[config.mk]
export PLATFORM = sky130hd
export DESIGN_NAME = pc_unit_flat
export DESIGN_NICKNAME = d
export VERILOG_FILES = /design/src/rtl/cpu_types_pkg.sv /design/src/rtl/pc_unit_if.sv /design/src/rtl/pc_ras.sv /design/src/rtl/pc_unit.sv /design/src/flat_wrapper.sv
export SDC_FILE = /design/constraint.sdc
export NUM_CORES = 1
export LEC_CHECK = 0
export ABC_AREA = 1
export CAP_MARGIN = 15
export CORE_ASPECT_RATIO = 1.4
export CORE_UTILIZATION = 35
export CTS_CLUSTER_SIZE = 12
export DETAILED_ROUTE_END_ITERATION = 12
export PLACE_DENSITY = 0.7
export SLEW_MARGIN = 20
export SYNTH_ARGS = -nofsm -noshare
export SYNTH_HDL_FRONTEND = slang
export SYNTH_HIERARCHICAL = 1
export SYNTH_SLANG_ARGS = --single-unit
[constraint.sdc]
create_clock -name CLK -period 5.18 [get_ports CLK]
set_input_delay 1.036 -clock CLK [delete_from_list [all_inputs] [get_ports CLK]]
set_output_delay 1.036 -clock CLK [all_outputs]
set_load 0.02 [all_outputs]
[src/rtl/cpu_types_pkg.sv]
// Shared types and default constants for the program-counter slice.
// Latency: n/a (types only).
// Backpressure: n/a.
package cpu_types_pkg;

  typedef logic [31:0] word_t;

  typedef enum logic {
    RUN  = 1'b0,
    HALT = 1'b1
  } pc_state_t;

  localparam word_t PC_RESET_DEFAULT   = 32'h0000_0000;
  localparam word_t EXC_VECTOR_DEFAULT = 32'h8000_0180;
  localparam int    PC_STEP_DEFAULT    = 4;

endpackage

[src/rtl/pc_unit_if.sv]
// Bundle of fetch-control inputs and PC outputs between the core and pc_unit.
// Latency: n/a (wires only).
// Backpressure: ihit/stall from the core hold the PC; no backpressure into the core.
// Modports: pc (the PC unit), tb (whoever drives the core side).
// Optional macro PC_RAS_EN adds ras_push, ras_pop and ras_top.
interface pc_unit_if #(
  parameter int WORD_W = 32
);

  logic              ihit;
  logic              stall;
  logic              redir_valid;
  logic [WORD_W-1:0] redir_target;
  logic              exc_req;
  logic [WORD_W-1:0] exc_pc;
  logic              eret;
  logic              halt;
  logic [WORD_W-1:0] pc_out;
  logic [WORD_W-1:0] pc_next;
  logic [WORD_W-1:0] epc_out;
  logic              halted;
  logic              misalign;
`ifdef PC_RAS_EN
  logic              ras_push;
  logic              ras_pop;
  logic [WORD_W-1:0] ras_top;
`endif

  modport pc (
`ifdef PC_RAS_EN
    input  ras_push,
    input  ras_pop,
    output ras_top,
`endif
    input  ihit,
    input  stall,
    input  redir_valid,
    input  redir_target,
    input  exc_req,
    input  exc_pc,
    input  eret,
    input  halt,
    output pc_out,
    output pc_next,
    output epc_out,
    output halted,
    output misalign
  );

  modport tb (
`ifdef PC_RAS_EN
    output ras_push,
    output ras_pop,
    input  ras_top,
`endif
    output ihit,
    output stall,
    output redir_valid,
    output redir_target,
    output exc_req,
    output exc_pc,
    output eret,
    output halt,
    input  pc_out,
    input  pc_next,
    input  epc_out,
    input  halted,
    input  misalign
  );

endinterface

[src/rtl/pc_ras.sv]
// Circular return-address stack; overflow overwrites the oldest entry.
// Latency: push/pop visible on top one cycle after the edge; top is a mux of the array.
// Backpressure: none; updates only when en is high (RUN and not stalled).
// Ports: clk, rst (sync, active-high), en, push, pop, push_dat in; top out.
module pc_ras #(
  parameter int WORD_W = 32,
  parameter int DEPTH  = 4
) (
  input  logic              clk,
  input  logic              rst,
  input  logic              en,
  input  logic              push,
  input  logic              pop,
  input  logic [WORD_W-1:0] push_dat,
  output logic [WORD_W-1:0] top
);

  localparam int PTR_W = (DEPTH > 1) ? $clog2(DEPTH) : 1;
  localparam int CNT_W = $clog2(DEPTH + 1);

  logic [WORD_W-1:0] mem [DEPTH];
  logic [PTR_W-1:0]  ptr_q;   // index of the current top entry
  logic [CNT_W-1:0]  cnt_q;   // valid entries, saturates at DEPTH
  logic [PTR_W-1:0]  ptr_inc;
  logic [PTR_W-1:0]  ptr_dec;

  // Explicit wrap so non-power-of-two depths still behave circularly.
  assign ptr_inc = (ptr_q == PTR_W'(DEPTH - 1)) ? '0 : ptr_q + 1'b1;
  assign ptr_dec = (ptr_q == '0) ? PTR_W'(DEPTH - 1) : ptr_q - 1'b1;

  always_ff @(posedge clk) begin
    if (rst) begin
      ptr_q <= '0;
      cnt_q <= '0;
      for (int i = 0; i < DEPTH; i++) begin
        mem[i] <= '0;
      end
    end else if (en) begin
      if (push && pop) begin
        // Replace the top; on an empty stack this behaves as a plain push.
        if (cnt_q == '0) begin
          mem[ptr_inc] <= push_dat;
          ptr_q        <= ptr_inc;
          cnt_q        <= CNT_W'(1);
        end else begin
          mem[ptr_q] <= push_dat;
        end
      end else if (push) begin
        mem[ptr_inc] <= push_dat;
        ptr_q        <= ptr_inc;
        if (cnt_q != CNT_W'(DEPTH)) begin
          cnt_q <= cnt_q + 1'b1;
        end
      end else if (pop && (cnt_q != '0)) begin
        ptr_q <= ptr_dec;
        cnt_q <= cnt_q - 1'b1;
      end
    end
  end

  assign top = (cnt_q == '0) ? '0 : mem[ptr_q];

endmodule

[src/rtl/pc_unit.sv]
// Fetch program counter with exception/eret/redirect/halt next-PC selection.
// Latency: pc_next is combinational; pc_out follows one cycle later.
// Backpressure: stall=1 or ihit=0 holds the PC; redirect and exception override the hold.
// Ports: CLK, RST (sync, active-high) plain; everything else through pc_unit_if.pc.
// Optional macro PC_RAS_EN adds the return-address stack (pc_ras) and RAS_DEPTH.
module pc_unit
  import cpu_types_pkg::*;
#(
  parameter int                WORD_W     = 32,
  parameter logic [WORD_W-1:0] RESET_PC   = WORD_W'(PC_RESET_DEFAULT),
  parameter int                PC_STEP    = PC_STEP_DEFAULT,
  parameter logic [WORD_W-1:0] EXC_VECTOR = WORD_W'(EXC_VECTOR_DEFAULT)
`ifdef PC_RAS_EN
  , parameter int              RAS_DEPTH  = 4
`endif
) (
  input logic     CLK,
  input logic     RST,
  pc_unit_if.pc   bus
);

  pc_state_t         state_q, state_nxt;
  logic [WORD_W-1:0] pc_q, pc_nxt;
  logic [WORD_W-1:0] epc_q, epc_nxt;
  logic              mis_q, mis_nxt;
  logic [WORD_W-1:0] seq_pc;

  // Wraps naturally modulo 2^WORD_W.
  assign seq_pc = pc_q + WORD_W'(PC_STEP);

  always_ff @(posedge CLK) begin
    if (RST) begin
      state_q <= RUN;
      pc_q    <= RESET_PC;
      epc_q   <= '0;
      mis_q   <= 1'b0;
    end else begin
      state_q <= state_nxt;
      pc_q    <= pc_nxt;
      epc_q   <= epc_nxt;
      mis_q   <= mis_nxt;
    end
  end

  always_comb begin
    state_nxt = state_q;
    pc_nxt    = pc_q;
    epc_nxt   = epc_q;
    mis_nxt   = 1'b0;
    case (state_q)
      RUN: begin
        if (bus.exc_req) begin
          pc_nxt  = EXC_VECTOR;
          epc_nxt = bus.exc_pc;
        end else if (bus.eret) begin
          pc_nxt = epc_q;
        end else if (bus.redir_valid) begin
          // A flush wins over stall; low bits are dropped and flagged.
          pc_nxt  = {bus.redir_target[WORD_W-1:2], 2'b00};
          mis_nxt = |bus.redir_target[1:0];
        end else if (bus.ihit && !bus.stall) begin
          pc_nxt = seq_pc;
        end
        // The PC update above still lands on the halting edge.
        if (bus.halt) begin
          state_nxt = HALT;
        end
      end
      HALT: begin
        state_nxt = HALT;
      end
      default: begin
        state_nxt = RUN;
      end
    endcase
  end

  assign bus.pc_out   = pc_q;
  assign bus.pc_next  = pc_nxt;
  assign bus.epc_out  = epc_q;
  assign bus.halted   = (state_q == HALT);
  assign bus.misalign = mis_q;

`ifdef PC_RAS_EN
  logic ras_en;

  assign ras_en = !bus.stall && (state_q == RUN);

  pc_ras #(
    .WORD_W (WORD_W),
    .DEPTH  (RAS_DEPTH)
  ) u_ras (
    .clk      (CLK),
    .rst      (RST),
    .en       (ras_en),
    .push     (bus.ras_push),
    .pop      (bus.ras_pop),
    .push_dat (seq_pc),
    .top      (bus.ras_top)
  );
`endif

endmodule

[src/flat_wrapper.sv]
// flat-port wrapper written by rule: the top's interface ports become plain ports
module pc_unit_flat import cpu_types_pkg::*;
#(
  parameter int                WORD_W     = 32,
  parameter logic [WORD_W-1:0] RESET_PC   = WORD_W'(PC_RESET_DEFAULT),
  parameter int                PC_STEP    = PC_STEP_DEFAULT,
  parameter logic [WORD_W-1:0] EXC_VECTOR = WORD_W'(EXC_VECTOR_DEFAULT)

)
  (CLK, RST, bus_ihit, bus_stall, bus_redir_valid, bus_redir_target, bus_exc_req, bus_exc_pc, bus_eret, bus_halt, bus_pc_out, bus_pc_next, bus_epc_out, bus_halted, bus_misalign);
  pc_unit_if #(.WORD_W(WORD_W)) bus_i ();
  input logic CLK;
  input logic RST;
  input wire logic [$bits(bus_i.ihit)-1:0] bus_ihit;
  input wire logic [$bits(bus_i.stall)-1:0] bus_stall;
  input wire logic [$bits(bus_i.redir_valid)-1:0] bus_redir_valid;
  input wire logic [$bits(bus_i.redir_target)-1:0] bus_redir_target;
  input wire logic [$bits(bus_i.exc_req)-1:0] bus_exc_req;
  input wire logic [$bits(bus_i.exc_pc)-1:0] bus_exc_pc;
  input wire logic [$bits(bus_i.eret)-1:0] bus_eret;
  input wire logic [$bits(bus_i.halt)-1:0] bus_halt;
  output wire logic [$bits(bus_i.pc_out)-1:0] bus_pc_out;
  output wire logic [$bits(bus_i.pc_next)-1:0] bus_pc_next;
  output wire logic [$bits(bus_i.epc_out)-1:0] bus_epc_out;
  output wire logic [$bits(bus_i.halted)-1:0] bus_halted;
  output wire logic [$bits(bus_i.misalign)-1:0] bus_misalign;
  assign bus_i.ihit = bus_ihit;
  assign bus_i.stall = bus_stall;
  assign bus_i.redir_valid = bus_redir_valid;
  assign bus_i.redir_target = bus_redir_target;
  assign bus_i.exc_req = bus_exc_req;
  assign bus_i.exc_pc = bus_exc_pc;
  assign bus_i.eret = bus_eret;
  assign bus_i.halt = bus_halt;
  assign bus_pc_out = bus_i.pc_out;
  assign bus_pc_next = bus_i.pc_next;
  assign bus_epc_out = bus_i.epc_out;
  assign bus_halted = bus_i.halted;
  assign bus_misalign = bus_i.misalign;
  pc_unit #(.WORD_W(WORD_W), .RESET_PC(RESET_PC), .PC_STEP(PC_STEP), .EXC_VECTOR(EXC_VECTOR)) u_core (.CLK(CLK), .RST(RST), .bus(bus_i));
endmodule
== Word level (Yosys, flattened, before mapping) ==
Index checks and enable logic that the tools add are counted.
Word-level totals
  register bits: 66
  bits of input ports: 72
  output and inout bits: 98
  logic and storage cells: 19
Cells by class
  add/subtract/negate cells: 1
  mux-type cells: 7
  bitwise logic cells: 2
  reduce and logical (&&, ||, !) cells: 5
Operator list (count)
  32-bit two-way mux: 5
  32-bit by 3-bit adder with 32-bit output (second input constant): 1
  5-bit OR reduction: 1
  1-bit inverter: 2
  1-bit case mux with 2 select lines: 1
  2-bit AND reduction: 1
  2-bit OR reduction: 1
  1-bit logical AND: 1
  1-bit logical NOT: 1
  1-bit two-way mux: 1

== Longest topological paths before layout ==
  depth in word-level cells: 7
  gate-level depth with buffers: 12
  depth with buffers taken out: 12

== Least setup slack after synthesis ==
Ideal clock, no wire load.
  kind: input -> output
  start point: input bus_eret
  end point: output bus_pc_next[13]
  arrival time: 2.072 ns
  data required time: 4.144 ns
  setup slack: 2.072 ns
  stages: 7
  buffers on the path: 2
  cell sequence: buf_2 -> inv_2 -> nand2_2 -> clkbuf_8 -> o221a_2 -> o21ai_0 -> nand2_1
Between the ends
  cells in the longest elaborated chain, start to end: 3
RTL lines
  start: declaration: line flat_wrapper.sv:20  | input wire logic [$bits(bus_i.eret)-1:0] bus_eret;
  32-bit two-way mux: line pc_unit.sv:55  | end else if (bus.eret) begin
  32-bit two-way mux: line pc_unit.sv:52  | if (bus.exc_req) begin
  32-bit two-way mux: line pc_unit.sv:50  | case (state_q)
  end: declaration: line flat_wrapper.sv:23  | output wire logic [$bits(bus_i.pc_next)-1:0] bus_pc_next;
Every way passes these cells.

== Final worst setup path ==
  start point: input bus_eret
  end point: output bus_pc_next[31]
The elaborated chain is that of the path after synthesis.

==> impl_metrics.csv <==
group,metric,value,unit
critical_path,required,4.14,ns
sta,max_freq,0.223,GHz
drt,vias_per_cell,5.14,
layout,fillers,1062,
sta,relSlewSlack,32.1,%
synth,yosysWarnings,6,
global_routing,gr-total-overflow,0,
floorplan,ioPinCount,170,
synth,netlist_area,3880,sq um
critical_path,crit_arrival,3.45,ns
drt,drt_pass1_iterations,4,
floorplan,start_util,35.9,%
critical_path,slowest_stage,"clkdlybuf4s50_1",
layout,final_cell_mix,"nand2_1, clkdlybuf4s50_1, dfxtp_1",
drt,drc,0,
sta,maxSlewViolCount,0,
synth,synth_seq_cells,66,
drt,wl,13.8,mm
sta,finalHoldViolations,0,
layout,diodes,0,
synth,yosysSeqAreaShare,34.0,%
critical_path,crit_chain,"clkdlybuf4s50_1, inv_2, nand2_2, inv_1, a221oi_1, nand2_1, nand2_1, inv_1, clkdlybuf4s50_1",
clock_tree,cts_setup_buffers,0,
synth,synth_edf_count,0,
sta,rsz0062_at_grt,"false",
place,gp_congestion,0.836,
floorplan,dieArea,11500,sq um
layout,layout_commonest_cell,"nand2_1",
sta,fin_tns_setup,0,ns
floorplan,die_y,127,microns
clock_tree,cts_root_buffer,"clkbuf_16",
drt,wire_per_inst,15.9,microns
global_routing,grt_first_pass_wirelength,22.0,mm
synth,ys.flop_type,"dfxtp_1",
clock_tree,htreeDepth,3,
synth,netlist_instances,561,
drt,drtIter0Drc,221,
critical_path,cp.buffers_inverters,5,
job,maxCapViolations,0,
synth,ys_types,40,
floorplan,core_region_area,10800,sq um
outcome,outcome,"finished clean",
global_routing,antenna_found_initial,0,
sta,fin_skew,0.00527,ns
hold_path,hold_path.class,"reg2reg",
sta,fin_crit,4.49,ns
layout,fin_cells,866,
clock_tree,cts_buffers,9,
clock_tree,cts.reportedPaths.clkPinSlew,0.06,ns
critical_path,worstPathMaxFanout,28,
place,hpwlAfterDp,10.2,mm
synth,async_flop_share,0,%
layout,drive_gt1_share,11.9,%
global_routing,grt_pass1_vias,4471,
global_routing,track_usage,24.1,%
power,ir_worst_vdd,172,uV
critical_path,crit_family,"buffers and inverters",
sta,period_share,86.7,%
place,port_buffers,169,
layout,area_delta_synth_final,52.9,%
critical_path,cp-start-kind,"input pin",
power,p_per_area,258,nW/um^2
clock_tree,clk_path_buf_depth,2,
clock_tree,cts_sinks,66,
clock_tree,clkLatencyLatePin,0.33,ns
critical_path,cpPeakStageDelay,0.63,ns
synth,syn-num-nets,634,
clock_tree,cts_resized,0,
sta,setup_viol,0,
floorplan,die-width,91.0,microns
layout,postLayoutCellArea,5940,sq um
drt,postRouteAntennaNets,0,
clock_tree,cts_tree,"built",
layout,register_area,1320,sq um
global_routing,grt_max_degree,67,
power,p_leak,2.29,nW
layout,multi_input_area,2260,sq um
drt,vias,4455,
layout,nets,793,
critical_path,worstSetupPathType,"in2out",
clock_tree,hold_buffers,0,
floorplan,num_rows,45,
sta,tightestPinTransition,1.02,ns
place,dp.cells,850,
critical_path,worstSetupEndpointType,"output pin",
place,dpl_cell_area,5630,sq um
synth,syn_area_per_cell,6.92,sq um
layout,post-route-util,54.9,%
-- where the power goes --
part / switching [W] / total, W / internal (W)
clock network: 0.000234 / 0.000620 / 0.000385
registers: 0.0000330 / 0.000568 / 0.000535
logic: 0.000177 / 0.000344 / 0.000167
-- cell usage after synthesis (2+ instances only) --
cell	instances	area share (%)
nand2_1	203	20
dfxtp_1	66	34
a21oi_1	59	7.6
inv_1	34	3.3
nand3_1	32	4.1
o221a_2	25	7.2
nor2_1	19	1.8
clkbuf_1	15	1.4
o21ai_0	14	1.8
nand2_2	8	1.3
nor3_1	8	1.0
xor2_1	8	1.8
nand4_1	7	1.1
nor2_2	7	1.1
buf_2	6	0.77
clkbuf_8	5	1.8
nand3_2	5	1.3
nor2_4	4	1.2
o21ai_1	4	0.52
a21oi_2	3	0.68
a221oi_1	3	0.68
nand3b_1	3	0.58
xnor2_1	3	0.68
inv_2	2	0.19
nand2_4	2	0.58
nor3_2	2	0.52
-- metal layers --
layer,global-route usage (%),up-vias,part of all wire [%]
met4,10.8,0,3.2
met1,26.9,2059,39
met2,44.0,153,53
li1,-,2211,-
met3,4.68,32,4.9
met5,0,-,0
-- logic make-up (layout without fill, tap and decap cells) --
kind of cell    count (synthesis)  after routing  synth area share (%)
simple gates                  304            304                  35.5
xor+xnor                       11             11                  2.48
compound gates                114            114                  19.7
buf+inv                        65            229                  7.93
flops                          66             66                  34.0
fa+ha+maj                       1              1                 0.322
-- flip-flops by register name, indices dropped and copies added, names as in the netlist --
| name | count |
|---|---|
| u_core/bus.halted | 1 |
| u_core/bus.pc_out | 32 |
| u_core/bus.epc_out | 32 |
| u_core/bus.misalign | 1 |
-- worst paths after layout --
check                        start                     end  slack, ns  depth (start not counted)
max reg2reg      u_core/bus.halted  u_core/bus.epc_out[12]       3.24                          6
min          u_core/bus.epc_out[5]   u_core/bus.epc_out[5]       0.49                          2
min reg2reg  u_core/bus.epc_out[5]   u_core/bus.epc_out[5]       0.49                          2
max                       bus_eret         bus_pc_next[31]       0.69                          9
-- final cells by class --
class | count | share of cell area (%)
repair buffers | 175 | 29.2
clock inverters | 6 | 1.12
clock buffers | 10 | 4.02
multi-input cells | 430 | 38.1
inverters | 38 | 2.42
well taps | 141 | 2.97
flip-flops and latches | 66 | 22.3
-- worst register-to-register path: cells and delay by family (launching register included) --
family          cells  cell delay [ns]
compound gates      1             0.17
buf+inv             3             1.13
flops               1             0.34
simple gates        2             0.22
-- per-stage QoR --
stage | total power [W] | setup WS (ns) | hold WS, ns
after floorplan | 0.000743 | 2.07 | 0.553
after global placement | 0.000920 | 0.757 | 0.475
after detailed placement | 0.000922 | 0.716 | 0.477
after CTS | 0.00155 | 0.706 | 0.486
after global routing | 0.00160 | 0.543 | 0.503
final | 0.00153 | 0.690 | 0.486
(Power assumes the default switching activity.)
==> edit 1, RTL diff (config.mk and constraints unchanged) <==
Make the reset (`RST`) asynchronous in one clocked block.
--- a/src/rtl/pc_unit.sv
+++ b/src/rtl/pc_unit.sv
@@ -28,7 +28,7 @@
   // Wraps naturally modulo 2^WORD_W.
   assign seq_pc = pc_q + WORD_W'(PC_STEP);
 
-  always_ff @(posedge CLK) begin
+  always_ff @(posedge CLK or posedge RST) begin
     if (RST) begin
       state_q <= RUN;
       pc_q    <= RESET_PC;
Behaviour: differs if RST is asserted again (counterexample within 4 cycles, from zero or initial values and one cycle with RST high); with RST held inactive, the same outputs for 4 cycles.
==> edit 1 against the unedited design <==
- critical endpoint is now bus_pc_next[15]
- total power grew 17%
- register-to-register slack lost 0.48 ns
- wire length fell by 2.6%
- sequential cell count is the same
- clock skew up 0.0031 ns
- cell area grew 0.61%
- die area is 0.73% lower
- largest cell class unchanged
- combinational power is 55% higher
- area after synthesis shrank 0.74%
- global-route usage is 0.27 points lower
- worst setup slack got worse by 0.14 ns
==> edit 1: results (changes against the unedited design) <==
[metrics] total met2 wirelength after detailed routing: 6800 µm (-7.1%)
[metrics] DRT iter0 DRCs: 228 (+3.2%)
[metrics] top cells by count, synth: sky130_fd_sc_hd__nand2_1 (110), sky130_fd_sc_hd__nor2_1 (81), sky130_fd_sc_hd__dfrtp_1 (66), sky130_fd_sc_hd__inv_1 (61), sky130_fd_sc_hd__a21oi_1 (41)
[metrics] origin of the critical flop-to-flop path: u_core/bus.halted
[metrics] pin count of the biggest net entering global routing: 60 (-10%)
[metrics] fraction of registers with async set/reset: 100% (+100 points)
[metrics] routed length per instance: 16.1 µm (+0.94%)
[metrics] gp weighted congestion: 0.933 (+11%)
[metrics] CP arrival: 3.59 ns (+0.14 ns)
[metrics] reg2reg path depth: 4 (-2)
[metrics] terminating pin of the worst hold path: u_core/bus.epc_out[20]
[metrics] number of vias per cell after detailed routing: 5.05 (-1.8%)
[metrics] met3 track demand over resource: 4.83% (+0.15 points)
[metrics] largest cells by area after synthesis: sky130_fd_sc_hd__dfrtp_1 (43%), sky130_fd_sc_hd__nand2_1 (11%), sky130_fd_sc_hd__nor2_1 (7.9%), sky130_fd_sc_hd__inv_1 (5.9%), sky130_fd_sc_hd__a21oi_1 (5.3%)
[metrics] proportion of layout cells with a drive suffix above 1: 7.77% (-4.1 points)
[metrics] Worst R2R Setup Slack: 2.76 ns (-0.48 ns)
[metrics] wire length of the first global-routing pass: 21000 µm (-4.5%)
[metrics] met3 WL post-DR: 722 µm (+7.8%)
[metrics] syn_nets: 599 (-5.5%)
[metrics] most used flip-flop cell after synthesis: sky130_fd_sc_hd__dfrtp_1
[metrics] outcome: finished, final reports clean
[metrics] worst supply voltage drop on vdd: 0.191 mV (+11%)
[metrics] dpl cells: 820 (-3.5%)
[metrics] share of the yosys chip area belonging to registers: 42.8% (+8.8 points)
[metrics] Post-layout nets: 763 (-3.8%)
[metrics] startpoint of the worst hold path: u_core/bus.epc_out[20]
[metrics] Fin Clk Skew: 0.00841 ns (+0.00313 ns)
[metrics] global router's overall resource usage: 23.9% (-0.27 points)
[metrics] leakage power figure: 2.67 nW (+16%)
[metrics] area post-placement: 5670 µm² (+0.69%)
[metrics] detailed-route wire length on metal 1: 5340 µm (about the same)
[metrics] number of library cell types mapped by synthesis: 34 (-15%)
[metrics] post-detailed-placement half-perimeter wirelength: 10500 µm (+3.1%)
[metrics] crit path capture: bus_pc_next[15]
[metrics] fraction of met1 tracks used by global routing: 28.3% (+1.4 points)
[metrics] syn avg cell area: 7.33 µm² (+5.9%)
## edit 1: cell families (layout without fill, tap and decap cells)
| kind of cell | count (synthesis) | count (layout) | share of synthesized area (%) |
|---|---|---|---|
| AO/OA/AOI/OAI | 106 | 106 | 15.8 |
| XOR/XNOR | 3 | 3 | 0.682 |
| adder cells (fa/ha/maj) | 1 | 1 | 0.325 |
| buffers and inverters | 85 | 254 | 8.60 |
| flip-flops | 66 | 66 | 42.8 |
| multiplexers | 5 | 5 | 1.46 |
| AND/OR/NAND/NOR | 260 | 260 | 30.3 |
## edit 1: through the flow
| step | setup WS [ns] | hold slack [ns] |
|---|---|---|
| final | 0.554 | 0.537 |
| after global routing | 0.399 | 0.566 |
| after CTS | 0.576 | 0.540 |
| after detailed placement | 0.580 | 0.532 |
| after global placement | 0.645 | 0.524 |
| after floorplan | 1.96 | 0.622 |
## edit 1: critical path, cell delays in order
cell and delay [ns]:
sky130_fd_sc_hd__clkdlybuf4s50_1 0.48, sky130_fd_sc_hd__buf_4 0.22, sky130_fd_sc_hd__nor2_1 0.13, sky130_fd_sc_hd__inv_2 0.37, sky130_fd_sc_hd__nor2_1 0.07, sky130_fd_sc_hd__a211oi_1 0.41
sky130_fd_sc_hd__nand2_1 0.09, sky130_fd_sc_hd__o21ai_0 0.11, sky130_fd_sc_hd__clkdlybuf4s50_1 0.65
## edit 1: area by class of cell
cell class	count	share of cell area (%)
clock buffers	9	3.77
clock inverters	7	1.30
inverters	64	4.02
multi-input cells	375	31.4
flip-flops and latches	66	27.6
well taps	141	2.95
repair buffers	174	28.9
## edit 1: power by group
group	internal, mW	total [mW]	leakage, nW	switching, mW
Combinational	0.249	0.534	1.79	0.285
Sequential	0.572	0.637	0.737	0.0651
Clock	0.377	0.623	0.146	0.247
Total	1.20	1.79	2.67	0.597
==> edit 2, RTL diff (same settings) <==
Made on the original files. `WORD_W` is set to 32 in 3 places; all go to 16.
--- a/src/rtl/pc_unit_if.sv
+++ b/src/rtl/pc_unit_if.sv
@@ -4,7 +4,7 @@
 // Modports: pc (the PC unit), tb (whoever drives the core side).
 // Optional macro PC_RAS_EN adds ras_push, ras_pop and ras_top.
 interface pc_unit_if #(
-  parameter int WORD_W = 32
+  parameter int WORD_W = 16
 );
 
   logic              ihit;
--- a/src/rtl/pc_unit.sv
+++ b/src/rtl/pc_unit.sv
@@ -6,7 +6,7 @@
 module pc_unit
   import cpu_types_pkg::*;
 #(
-  parameter int                WORD_W     = 32,
+  parameter int                WORD_W     = 16,
   parameter logic [WORD_W-1:0] RESET_PC   = WORD_W'(PC_RESET_DEFAULT),
   parameter int                PC_STEP    = PC_STEP_DEFAULT,
   parameter logic [WORD_W-1:0] EXC_VECTOR = WORD_W'(EXC_VECTOR_DEFAULT)
--- a/src/flat_wrapper.sv
+++ b/src/flat_wrapper.sv
@@ -1,7 +1,7 @@
 // flat-port wrapper written by rule: the top's interface ports become plain ports
 module pc_unit_flat import cpu_types_pkg::*;
 #(
-  parameter int                WORD_W     = 32,
+  parameter int                WORD_W     = 16,
   parameter logic [WORD_W-1:0] RESET_PC   = WORD_W'(PC_RESET_DEFAULT),
   parameter int                PC_STEP    = PC_STEP_DEFAULT,
   parameter logic [WORD_W-1:0] EXC_VECTOR = WORD_W'(EXC_VECTOR_DEFAULT)
Interface: changed (5 resized); port bits go from 170 to 90. The function was not compared with the original's and may differ.
==> edit 2 against the unedited design <==
- sequential cell count is 32 lower
- via count fell by 53%
- critical path type unchanged
- cell area fell by 51%
- area after synthesis is 50% lower
- wire length shrank 58%
- largest cell class unchanged
- worst setup slack improved by 0.27 ns
- worst hold slack hardly changed
- total power down 54%
- synthesized cell count shrank 52%
- maximum frequency grew 6.3%
- die area fell by 50%
==> edit 2: results (changes against the unedited design) <==
[metrics] outcome: finished, final reports clean
[metrics] root buffer selected by CTS: sky130_fd_sc_hd__clkbuf_8
[metrics] power dissipated by switching net loads: 0.205 mW (-54%)
[metrics] seq_cells: 34 (-48%)
[metrics] CTS HTree Levels: 2 (-1)
[metrics] area taken by flip-flops and latches: 681 µm² (-48%)
[metrics] gp weighted congestion: 0.938 (+12%)
[metrics] endpoint of the worst register-to-register path: u_core/bus.pc_out[4]
[metrics] number of global-route vias before repair: 2040 (-54%)
[metrics] maximum fanout along the worst path: 13 (-54%)
[metrics] Post-Route WL: 5830 µm (-58%)
[metrics] top cells by count, synth: sky130_fd_sc_hd__nand2_1 (99), sky130_fd_sc_hd__dfxtp_1 (34), sky130_fd_sc_hd__a21oi_1 (29), sky130_fd_sc_hd__inv_1 (16), sky130_fd_sc_hd__nor2_1 (12)
[metrics] inverter count of the layout excluding clock inverters: 21 (-45%)
[metrics] Fill cells: 508 (-52%)
[metrics] terminating pin of the worst hold path: u_core/bus.epc_out[10]
[metrics] startpoint of the worst hold path: u_core/bus.epc_out[10]
[metrics] Hold Slack: 0.486 ns (+0.000117 ns)
[metrics] Post-layout nets: 396 (-50%)
[metrics] Port Buffer Count: 89 (-47%)
[metrics] pin count of the biggest net entering global routing: 35 (-48%)
[metrics] number of buffers created by CTS: 5 (-4)
[metrics] Fin Clk Skew: 0.00379 ns (-0.00149 ns)
[metrics] area post-placement: 2830 µm² (-50%)
[metrics] Worst R2R Setup Slack: 3.41 ns (+0.17 ns)
[metrics] clock-net power: 0.242 mW (-61%)
[metrics] largest cells by area after synthesis: sky130_fd_sc_hd__dfxtp_1 (35%), sky130_fd_sc_hd__nand2_1 (19%), sky130_fd_sc_hd__a21oi_1 (7.5%), sky130_fd_sc_hd__o221a_2 (5.9%), sky130_fd_sc_hd__inv_1 (3.1%)
[metrics] global router's overall resource usage: 21.3% (-2.8 points)
[metrics] power in combinational cells: 0.172 mW (-50%)
[metrics] wire length of the first global-routing pass: 9600 µm (-56%)
[metrics] leakage power figure: 1.17 nW (-49%)
[metrics] slew margin rel.: 50.3% (+18 points)
[metrics] DIE WIDTH: 64.7 µm (-29%)
[metrics] worst supply voltage drop on vdd: 0.134 mV (-22%)
[metrics] share of the yosys chip area belonging to registers: 35.4% (+1.3 points)
[metrics] clock insertion delay at the later pin of the skew report: 0.28 ns (-0.05 ns)
[metrics] fraction of area in non-clock buffers: 30.9% (+1.7 points)
[metrics] number of vias per cell after detailed routing: 4.95 (-3.7%)
edit 2: changes by cell type after synthesis, sizes merged, moves of 15 or more:
cell / delta
inv: -17
dfxtp: -32
o221a: -15
nand3: -28
a21oi: -30
nand2: -110
edit 2: stage by stage:
step                instances  utilization, %
floorplan                 269               -
global placement          414            54.0
detailed placement        414            54.0
CTS                       422            56.0
global route              422            56.0
finish                    422            56.0
edit 2: logic make-up after synthesis:
logic type / after synthesis / share of synthesized area [%]
AND/OR/NAND/NOR: 138 / 31.7
AO/OA/AOI/OAI: 59 / 21.5
buffers and inverters: 33 / 8.97
flip-flops: 34 / 35.4
adder cells (fa/ha/maj): 1 / 0.650
XOR/XNOR: 4 / 1.82
edit 2: metal layers:
layer  part of all wire (%)  global-route usage, %  vias up
li1                       -                      -     1064
met1                     40                   24.4      949
met2                     52                   36.6       68
met3                    5.0                   4.31        9
met4                    2.4                   10.7        0
met5                      0                      0        -
